### src/rtl/soft_rst_ctrl_if.sv
// soft_rst_ctrl_if: request inputs and status outputs
// of the soft-reset controller.
interface soft_rst_ctrl_if;
  logic       i_soft_rst_req;
  logic       i_key_n;
  logic       i_dcm_locked;
  logic       i_lock_mon_en;
  logic       o_fpgasoft_rst;
  logic       o_busy;
  logic [1:0] o_rst_cause;
  logic       o_lock_timeout;
  logic [7:0] o_rst_cnt;

  modport master (
    output i_soft_rst_req,
    output i_key_n,
    output i_dcm_locked,
    output i_lock_mon_en,
    input  o_fpgasoft_rst,
    input  o_busy,
    input  o_rst_cause,
    input  o_lock_timeout,
    input  o_rst_cnt
  );

  modport slave (
    input  i_soft_rst_req,
    input  i_key_n,
    input  i_dcm_locked,
    input  i_lock_mon_en,
    output o_fpgasoft_rst,
    output o_busy,
    output o_rst_cause,
    output o_lock_timeout,
    output o_rst_cnt
  );
endinterface

### src/rtl/soft_rst_ctrl.sv
// soft_rst_ctrl: fixed-length active-low soft-reset pulse
// from software, debounced key or PLL lock loss.
module soft_rst_ctrl #(
  parameter int HOLD_CYCLES  = 1000,
  parameter int DEB_CYCLES   = 200000,
  parameter int LOCK_WAIT    = 100,
  parameter int LOCK_TO      = 65535,
  parameter int GUARD_CYCLES = 10000,
  parameter int CNT_W        = 20
) (
  input logic            i_fpga_clk,
  input logic            i_fpga_rst,
  soft_rst_ctrl_if.slave bus
);

  typedef enum logic [1:0] {
    IDLE,
    HOLD,
    WAIT_LOCK,
    GUARD
  } state_t;

  localparam logic [1:0] C_SW   = 2'b01;
  localparam logic [1:0] C_KEY  = 2'b10;
  localparam logic [1:0] C_LOCK = 2'b11;

  localparam logic [CNT_W-1:0] HOLD_LAST =
    CNT_W'(HOLD_CYCLES - 1);
  localparam logic [CNT_W-1:0] DEB_LAST =
    CNT_W'(DEB_CYCLES - 1);
  localparam logic [CNT_W-1:0] DEB_MAX =
    CNT_W'(DEB_CYCLES);
  localparam logic [CNT_W-1:0] LOCK_OK =
    CNT_W'(LOCK_WAIT);
  localparam logic [CNT_W-1:0] TO_LAST =
    CNT_W'(LOCK_TO - 1);
  localparam logic [CNT_W-1:0] GUARD_LAST =
    CNT_W'(GUARD_CYCLES - 1);
  localparam logic [CNT_W-1:0] ONE =
    CNT_W'(1);

  logic             key_s1;
  logic             key_s2;
  logic             lock_s1;
  logic             lock_s2;
  logic             lock_prev;
  logic             lock_armed;
  logic             lock_evt;
  logic             key_evt;
  logic [CNT_W-1:0] deb_cnt;

  state_t           state;
  logic [CNT_W-1:0] tmr;
  logic [CNT_W-1:0] lock_run;
  logic [CNT_W-1:0] lock_run_nx;
  logic [1:0]       cause_nx;

  logic             rst_q;
  logic             busy_q;
  logic [1:0]       cause_q;
  logic             tmo_q;
  logic [7:0]       cnt_q;

  // key syncs park at the released level so reset
  // exit never looks like a press
  always_ff @(posedge i_fpga_clk) begin
    if (i_fpga_rst) begin
      key_s1     <= 1'b1;
      key_s2     <= 1'b1;
      lock_s1    <= 1'b0;
      lock_s2    <= 1'b0;
      lock_prev  <= 1'b0;
      lock_armed <= 1'b0;
      lock_evt   <= 1'b0;
      key_evt    <= 1'b0;
      deb_cnt    <= '0;
    end else begin
      key_s1     <= bus.i_key_n;
      key_s2     <= key_s1;
      lock_s1    <= bus.i_dcm_locked;
      lock_s2    <= lock_s1;
      lock_prev  <= lock_s2;
      lock_armed <= lock_armed | lock_s2;
      lock_evt   <= bus.i_lock_mon_en & lock_armed &
                    lock_prev & ~lock_s2;
      if (key_s2)
        deb_cnt <= '0;
      else if (deb_cnt != DEB_MAX)
        deb_cnt <= deb_cnt + ONE;
      key_evt <= ~key_s2 & (deb_cnt == DEB_LAST);
    end
  end

  always_comb begin
    cause_nx = 2'b00;
    if (key_evt)
      cause_nx = C_KEY;
    else if (lock_evt)
      cause_nx = C_LOCK;
    else if (bus.i_soft_rst_req)
      cause_nx = C_SW;
    lock_run_nx = lock_s2 ? lock_run + ONE : '0;
  end

  always_ff @(posedge i_fpga_clk) begin
    if (i_fpga_rst) begin
      state    <= IDLE;
      tmr      <= '0;
      lock_run <= '0;
      rst_q    <= 1'b1;
      busy_q   <= 1'b0;
      cause_q  <= 2'b00;
      tmo_q    <= 1'b0;
      cnt_q    <= 8'd0;
    end else begin
      unique case (state)
        IDLE: begin
          if (cause_nx != 2'b00) begin
            state   <= HOLD;
            tmr     <= '0;
            rst_q   <= 1'b0;
            busy_q  <= 1'b1;
            cause_q <= cause_nx;
            if (cnt_q != 8'hFF)
              cnt_q <= cnt_q + 8'd1;
          end
        end
        HOLD: begin
          if (tmr == HOLD_LAST) begin
            state    <= WAIT_LOCK;
            tmr      <= '0;
            lock_run <= '0;
            rst_q    <= 1'b1;
          end else begin
            tmr <= tmr + ONE;
          end
        end
        WAIT_LOCK: begin
          lock_run <= lock_run_nx;
          tmr      <= tmr + ONE;
          if (lock_run_nx == LOCK_OK) begin
            state <= GUARD;
            tmr   <= '0;
          end else if (tmr == TO_LAST) begin
            state <= GUARD;
            tmr   <= '0;
            tmo_q <= 1'b1;
          end
        end
        GUARD: begin
          if (tmr == GUARD_LAST) begin
            state  <= IDLE;
            busy_q <= 1'b0;
          end else begin
            tmr <= tmr + ONE;
          end
        end
      endcase
    end
  end

  assign bus.o_fpgasoft_rst = rst_q;
  assign bus.o_busy         = busy_q;
  assign bus.o_rst_cause    = cause_q;
  assign bus.o_lock_timeout = tmo_q;
  assign bus.o_rst_cnt      = cnt_q;

endmodule

### src/flat_wrapper.sv
// flat-port wrapper written by rule: the top's interface ports become plain ports
module soft_rst_ctrl_flat 
#(
  parameter int HOLD_CYCLES  = 1000,
  parameter int DEB_CYCLES   = 200000,
  parameter int LOCK_WAIT    = 100,
  parameter int LOCK_TO      = 65535,
  parameter int GUARD_CYCLES = 10000,
  parameter int CNT_W        = 20
)
  (i_fpga_clk, i_fpga_rst, bus_i_soft_rst_req, bus_i_key_n, bus_i_dcm_locked, bus_i_lock_mon_en, bus_o_fpgasoft_rst, bus_o_busy, bus_o_rst_cause, bus_o_lock_timeout, bus_o_rst_cnt);
  soft_rst_ctrl_if bus_i ();
  input logic i_fpga_clk;
  input logic i_fpga_rst;
  input wire logic [$bits(bus_i.i_soft_rst_req)-1:0] bus_i_soft_rst_req;
  input wire logic [$bits(bus_i.i_key_n)-1:0] bus_i_key_n;
  input wire logic [$bits(bus_i.i_dcm_locked)-1:0] bus_i_dcm_locked;
  input wire logic [$bits(bus_i.i_lock_mon_en)-1:0] bus_i_lock_mon_en;
  output wire logic [$bits(bus_i.o_fpgasoft_rst)-1:0] bus_o_fpgasoft_rst;
  output wire logic [$bits(bus_i.o_busy)-1:0] bus_o_busy;
  output wire logic [$bits(bus_i.o_rst_cause)-1:0] bus_o_rst_cause;
  output wire logic [$bits(bus_i.o_lock_timeout)-1:0] bus_o_lock_timeout;
  output wire logic [$bits(bus_i.o_rst_cnt)-1:0] bus_o_rst_cnt;
  assign bus_i.i_soft_rst_req = bus_i_soft_rst_req;
  assign bus_i.i_key_n = bus_i_key_n;
  assign bus_i.i_dcm_locked = bus_i_dcm_locked;
  assign bus_i.i_lock_mon_en = bus_i_lock_mon_en;
  assign bus_o_fpgasoft_rst = bus_i.o_fpgasoft_rst;
  assign bus_o_busy = bus_i.o_busy;
  assign bus_o_rst_cause = bus_i.o_rst_cause;
  assign bus_o_lock_timeout = bus_i.o_lock_timeout;
  assign bus_o_rst_cnt = bus_i.o_rst_cnt;
  soft_rst_ctrl #(.HOLD_CYCLES(HOLD_CYCLES), .DEB_CYCLES(DEB_CYCLES), .LOCK_WAIT(LOCK_WAIT), .LOCK_TO(LOCK_TO), .GUARD_CYCLES(GUARD_CYCLES), .CNT_W(CNT_W)) u_core (.i_fpga_clk(i_fpga_clk), .i_fpga_rst(i_fpga_rst), .bus(bus_i));
endmodule
### config.mk
export PLATFORM = sky130hd
export DESIGN_NAME = soft_rst_ctrl_flat
export DESIGN_NICKNAME = d
export VERILOG_FILES = /design/src/rtl/soft_rst_ctrl_if.sv /design/src/rtl/soft_rst_ctrl.sv /design/src/flat_wrapper.sv
export SDC_FILE = /design/constraint.sdc
export NUM_CORES = 1
export LEC_CHECK = 0
export BUFFER_PORTS_ARGS = -buffer_cell sky130_fd_sc_hd__buf_2
export CAP_MARGIN = 20
export CORE_ASPECT_RATIO = 0.6
export CORE_UTILIZATION = 55
export DETAILED_ROUTE_END_ITERATION = 12
export PLACE_DENSITY = 0.72
export SYNTH_ARGS = -nofsm -noshare
export SYNTH_HDL_FRONTEND = slang
export SYNTH_SLANG_ARGS = --single-unit
### constraint.sdc
create_clock -name i_fpga_clk -period 3.8 [get_ports i_fpga_clk]
set_input_delay 0.76 -clock i_fpga_clk [delete_from_list [all_inputs] [get_ports i_fpga_clk]]
set_output_delay 0.76 -clock i_fpga_clk [all_outputs]
set_load 0.03 [all_outputs]
==> summary.log <==
INFO  setup_path     worstReg2RegEnd=u_core.tmr[3]
INFO  cts            cts.sinks=83
INFO  drt            via_count=3,923
INFO  placement      postPlaceCellArea=4480µm²
INFO  synth          ys_async_sr_fraction=0%
INFO  sta            setup-violations-final=0
INFO  drt            final_antenna_net_count=0
INFO  final_layout   area_growth_syn_to_layout=10.1%
INFO  sta            worstMarginPinSlew=760ps
INFO  power          leakage_component_of_the_power=1.67nW
INFO  synth          number_of_distinct_library_cells_after_synthesis=58
INFO  min_path       worst_hold_path.endpoint=u_core.key_s2
INFO  setup_path     regToRegStartpoint=u_core.lock_run[0]
INFO  cts            clk_pin_slew=60ps
INFO  floorplan      floorplan.core_area=7480µm²
INFO  setup_path     register_to_register_setup_slack=430ps
INFO  cts            cts_buffers=9
INFO  sta            slew_violations=0
INFO  placement      dp.final_hpwl=6.83mm
INFO  final_layout   final_design_area_no_fill=4810µm²
INFO  cts            clock_insertion_delay_worst_skew=340ps
INFO  setup_path     worstPathArrival=3630ps
INFO  setup_path     depth_of_the_worst_register_to_register_path=11
INFO  global_route   grt_start_max_net_pins=38
INFO  drt            drtPass1Iterations=6
INFO  cts            cts-resized-gates=0
INFO  synth          postSynth.topFlopCell=sky130_fd_sc_hd__dfxtp_1
INFO  cts            ctsRootBufferMaster=sky130_fd_sc_hd__clkbuf_16
INFO  synth          post_synth_inst_count=561
INFO  min_path       worstHoldPathCells=1
INFO  global_route   groute.usage.overall=25.0%
INFO  sta            fmax=0.297GHz
INFO  cts            post-cts-setup-buffer-count=0
INFO  sta            final.setup.tns=0ps
INFO  sta            final.period_utilization=88.7%
INFO  final_layout   final_nets=583
INFO  placement      port_buffers=18
INFO  floorplan      dieArea=8310µm²
INFO  final_layout   seq_area=1660µm²
INFO  setup_path     crit_fanout=30
INFO  cts            htreeDepth=3
INFO  setup_path     cp-start-kind=register
INFO  global_route   number_of_global_route_vias_before_repair=3,428
INFO  job            drv.max_cap_violation_count=0
INFO  sta            clock_skew=4.49ps
INFO  global_route   number_of_antenna_violations_at_the_first_check_in_global_routing=0
INFO  placement      preCtsSetupSlack=517ps
INFO  cts            tritoncts=built
INFO  sta            rsz0062_at_grt=false
INFO  synth          syn_area=4370µm²
INFO  sta            post-route-worst-setup-slack=431ps
INFO  synth          syn_avg_cell_area=7.78µm²
INFO  sta            finalHoldViolCount=0
INFO  floorplan      die_x=117µm
INFO  global_route   grt_pass1_wl=16.2mm
INFO  power          irDropWorstVdd=0.317mV
INFO  floorplan      std_cell_rows=24
INFO  outcome        run_status=finished, final reports clean
INFO  synth          yosys_warnings=0
INFO  min_path       class_of_the_most_critical_hold_timing_path=register to register
INFO  cts            clock_path_buffers=2
INFO  setup_path     worst-setup-path-type=register to register
INFO  drt            route.detailed.wl_per_inst=14.2µm
INFO  setup_path     wp_data_required=4060ps
INFO  synth          synth-edff-count=0
INFO  floorplan      io-pin-count=19
INFO  floorplan      chipHeight=71.0µm
INFO  final_layout   post_route_cells_drive_above_1_share=8.74%
INFO  synth          synth.yosys.seq_area_share=38.1%
INFO  final_layout   filler_cell_count=648
INFO  floorplan      floorplan.initialDensity=58.4%
INFO  drt            drt_iter0_markers=344
INFO  global_route   total_overflow_reported_by_the_global_router=0
INFO  cts            cts_hold_repair_buffers=0
INFO  drt            routed_wl=9.60mm
INFO  final_layout   insertedDiodeCount=0
INFO  drt            vias_per_cell=5.80
INFO  setup_path     timing.critical_path.to_type=register
INFO  final_layout   multi_input_logic_area=2490µm²
INFO  synth          synth_nets=577
INFO  synth          post_synthesis_register_bit_count=83
INFO  min_path       min_from=u_core.key_s1
INFO  sta            layout_min_cycle_time=3370ps
INFO  power          total_power=2.29mW
INFO  drt            detail_route.drc_violations=0
INFO  placement      gp_routability_congestion=0.981
INFO  power          power.density=477nW/µm²
INFO  sta            remaining_max_slew_budget_at_the_tightest_pin=48.9%
## cell usage in the layout (no fill, tap or decap), drive strengths merged, types with 11 or more instances in the layout
cell type | Yosys | routed
dfxtp | 83 | 83
nor2 | 73 | 73
nand2 | 59 | 59
a21oi | 42 | 42
nand3 | 32 | 32
o21ai | 32 | 32
inv | 21 | 22
buf | 16 | 22
nor3 | 16 | 16
and3 | 15 | 15
nand4 | 15 | 15
xnor2 | 14 | 14
xor2 | 13 | 13
clkbuf | 11 | 11
## how the worst max path moves through the flow
stage | from | end | slack [ps] | cells after the start
global placement | u_core.lock_run[0] | u_core.tmr[2] | 710 | 11
detailed placement | u_core.lock_run[0] | u_core.tmr[2] | 520 | 11
floorplan | u_core.lock_run[0] | u_core.tmr[14] | 1040 | 12
finish | u_core.lock_run[0] | u_core.tmr[3] | 430 | 11
CTS | u_core.lock_run[0] | u_core.tmr[3] | 490 | 11
global route | u_core.lock_run[0] | u_core.tmr[2] | 190 | 11
## report_power, final
group          total [mW]  switching, mW  internal [mW]  leakage, nW
logic               0.408          0.269          0.138        0.838
registers           0.934         0.0309          0.903        0.671
clock network       0.950          0.353          0.597        0.156
total                2.29          0.653           1.64         1.67
## metrics by stage
step                      util (%)  hold slack (ps)  cells
after floorplan                  -              389    561
after global placement        59.9              392    660
after detailed placement      59.9              398    660
after CTS                     64.3              411    676
after global routing          64.3              415    676
final                         64.3              413    676
## logic make-up after synthesis
kind of cell / Yosys count / share of synthesized area, %
xor+xnor: 27 / 5.42
fa+ha+maj: 10 / 2.87
mux: 4 / 0.917
simple gates: 278 / 32.7
buf+inv: 48 / 4.96
compound gates: 111 / 15.1
flops: 83 / 38.1
## worst max-delay path, stage by stage (launching register included)
cell,delay [ps]
sky130_fd_sc_hd__dfxtp_1,450
sky130_fd_sc_hd__ha_1,290
sky130_fd_sc_hd__nand4_1,290
sky130_fd_sc_hd__nor4_1,580
sky130_fd_sc_hd__mux2i_1,270
sky130_fd_sc_hd__a211oi_1,70
sky130_fd_sc_hd__o211ai_1,170
sky130_fd_sc_hd__nand4_1,220
sky130_fd_sc_hd__a211oi_2,220
sky130_fd_sc_hd__buf_4,320
sky130_fd_sc_hd__or2b_1,260
sky130_fd_sc_hd__a31oi_1,160
## synthesized netlist by cell type, types with 3 or more instances
master                     count  share of area [%]
sky130_fd_sc_hd__nor4_1        8                1.1
sky130_fd_sc_hd__dfxtp_1      83                 38
sky130_fd_sc_hd__inv_1        21                1.8
sky130_fd_sc_hd__nand2_1      59                5.1
sky130_fd_sc_hd__o21ai_0      31                3.6
sky130_fd_sc_hd__mux2i_1       4               0.92
sky130_fd_sc_hd__or4_1         7                1.2
sky130_fd_sc_hd__o31ai_1       4               0.69
sky130_fd_sc_hd__or3_1         9                1.3
sky130_fd_sc_hd__nand2b_1      6               0.86
sky130_fd_sc_hd__nor2_1       73                6.3
sky130_fd_sc_hd__ha_1         10                2.9
sky130_fd_sc_hd__nand4_1      14                2.0
sky130_fd_sc_hd__clkbuf_1     11               0.95
sky130_fd_sc_hd__nor2b_1       4               0.57
sky130_fd_sc_hd__a31oi_1      10                1.4
sky130_fd_sc_hd__nor3_1       15                1.7
sky130_fd_sc_hd__a22o_1        4               0.80
sky130_fd_sc_hd__buf_6         3               0.77
sky130_fd_sc_hd__a21oi_1      42                4.8
sky130_fd_sc_hd__nand3b_1      4               0.69
sky130_fd_sc_hd__and2_1        8                1.1
sky130_fd_sc_hd__xnor2_1      14                2.8
sky130_fd_sc_hd__and3_1       15                2.1
sky130_fd_sc_hd__nand3_1      32                3.7
sky130_fd_sc_hd__buf_2        11                1.3
sky130_fd_sc_hd__or2_2         4               0.57
sky130_fd_sc_hd__xor2_1       13                2.6
## layer usage
metal | track usage, % | vias up | routed length [µm]
li1 | - | 2001 | -
met1 | 37.4 | 1800 | 5120
met2 | 35.2 | 107 | 3800
met3 | 7.03 | 15 | 563
met4 | 5.77 | 0 | 117
met5 | 0 | - | 0
## sequential cells by signal, indices dropped and copies added (netlist names), 2 cells and up
name,flops
u_core.bus.o_rst_cause,2
u_core.bus.o_rst_cnt,8
u_core.deb_cnt,20
u_core.lock_run,20
u_core.state,2
u_core.tmr,20
## layout make-up
| type | count | share of cell area [%] |
|---|---|---|
| clock buffers | 11 | 5.05 |
| well taps | 104 | 2.71 |
| clock inverters | 5 | 1.77 |
| repair buffers | 22 | 2.50 |
| flip-flops and latches | 83 | 34.6 |
| inverters | 21 | 1.64 |
| multi-input cells | 430 | 51.8 |
Power figures use the tool's default switching activity.
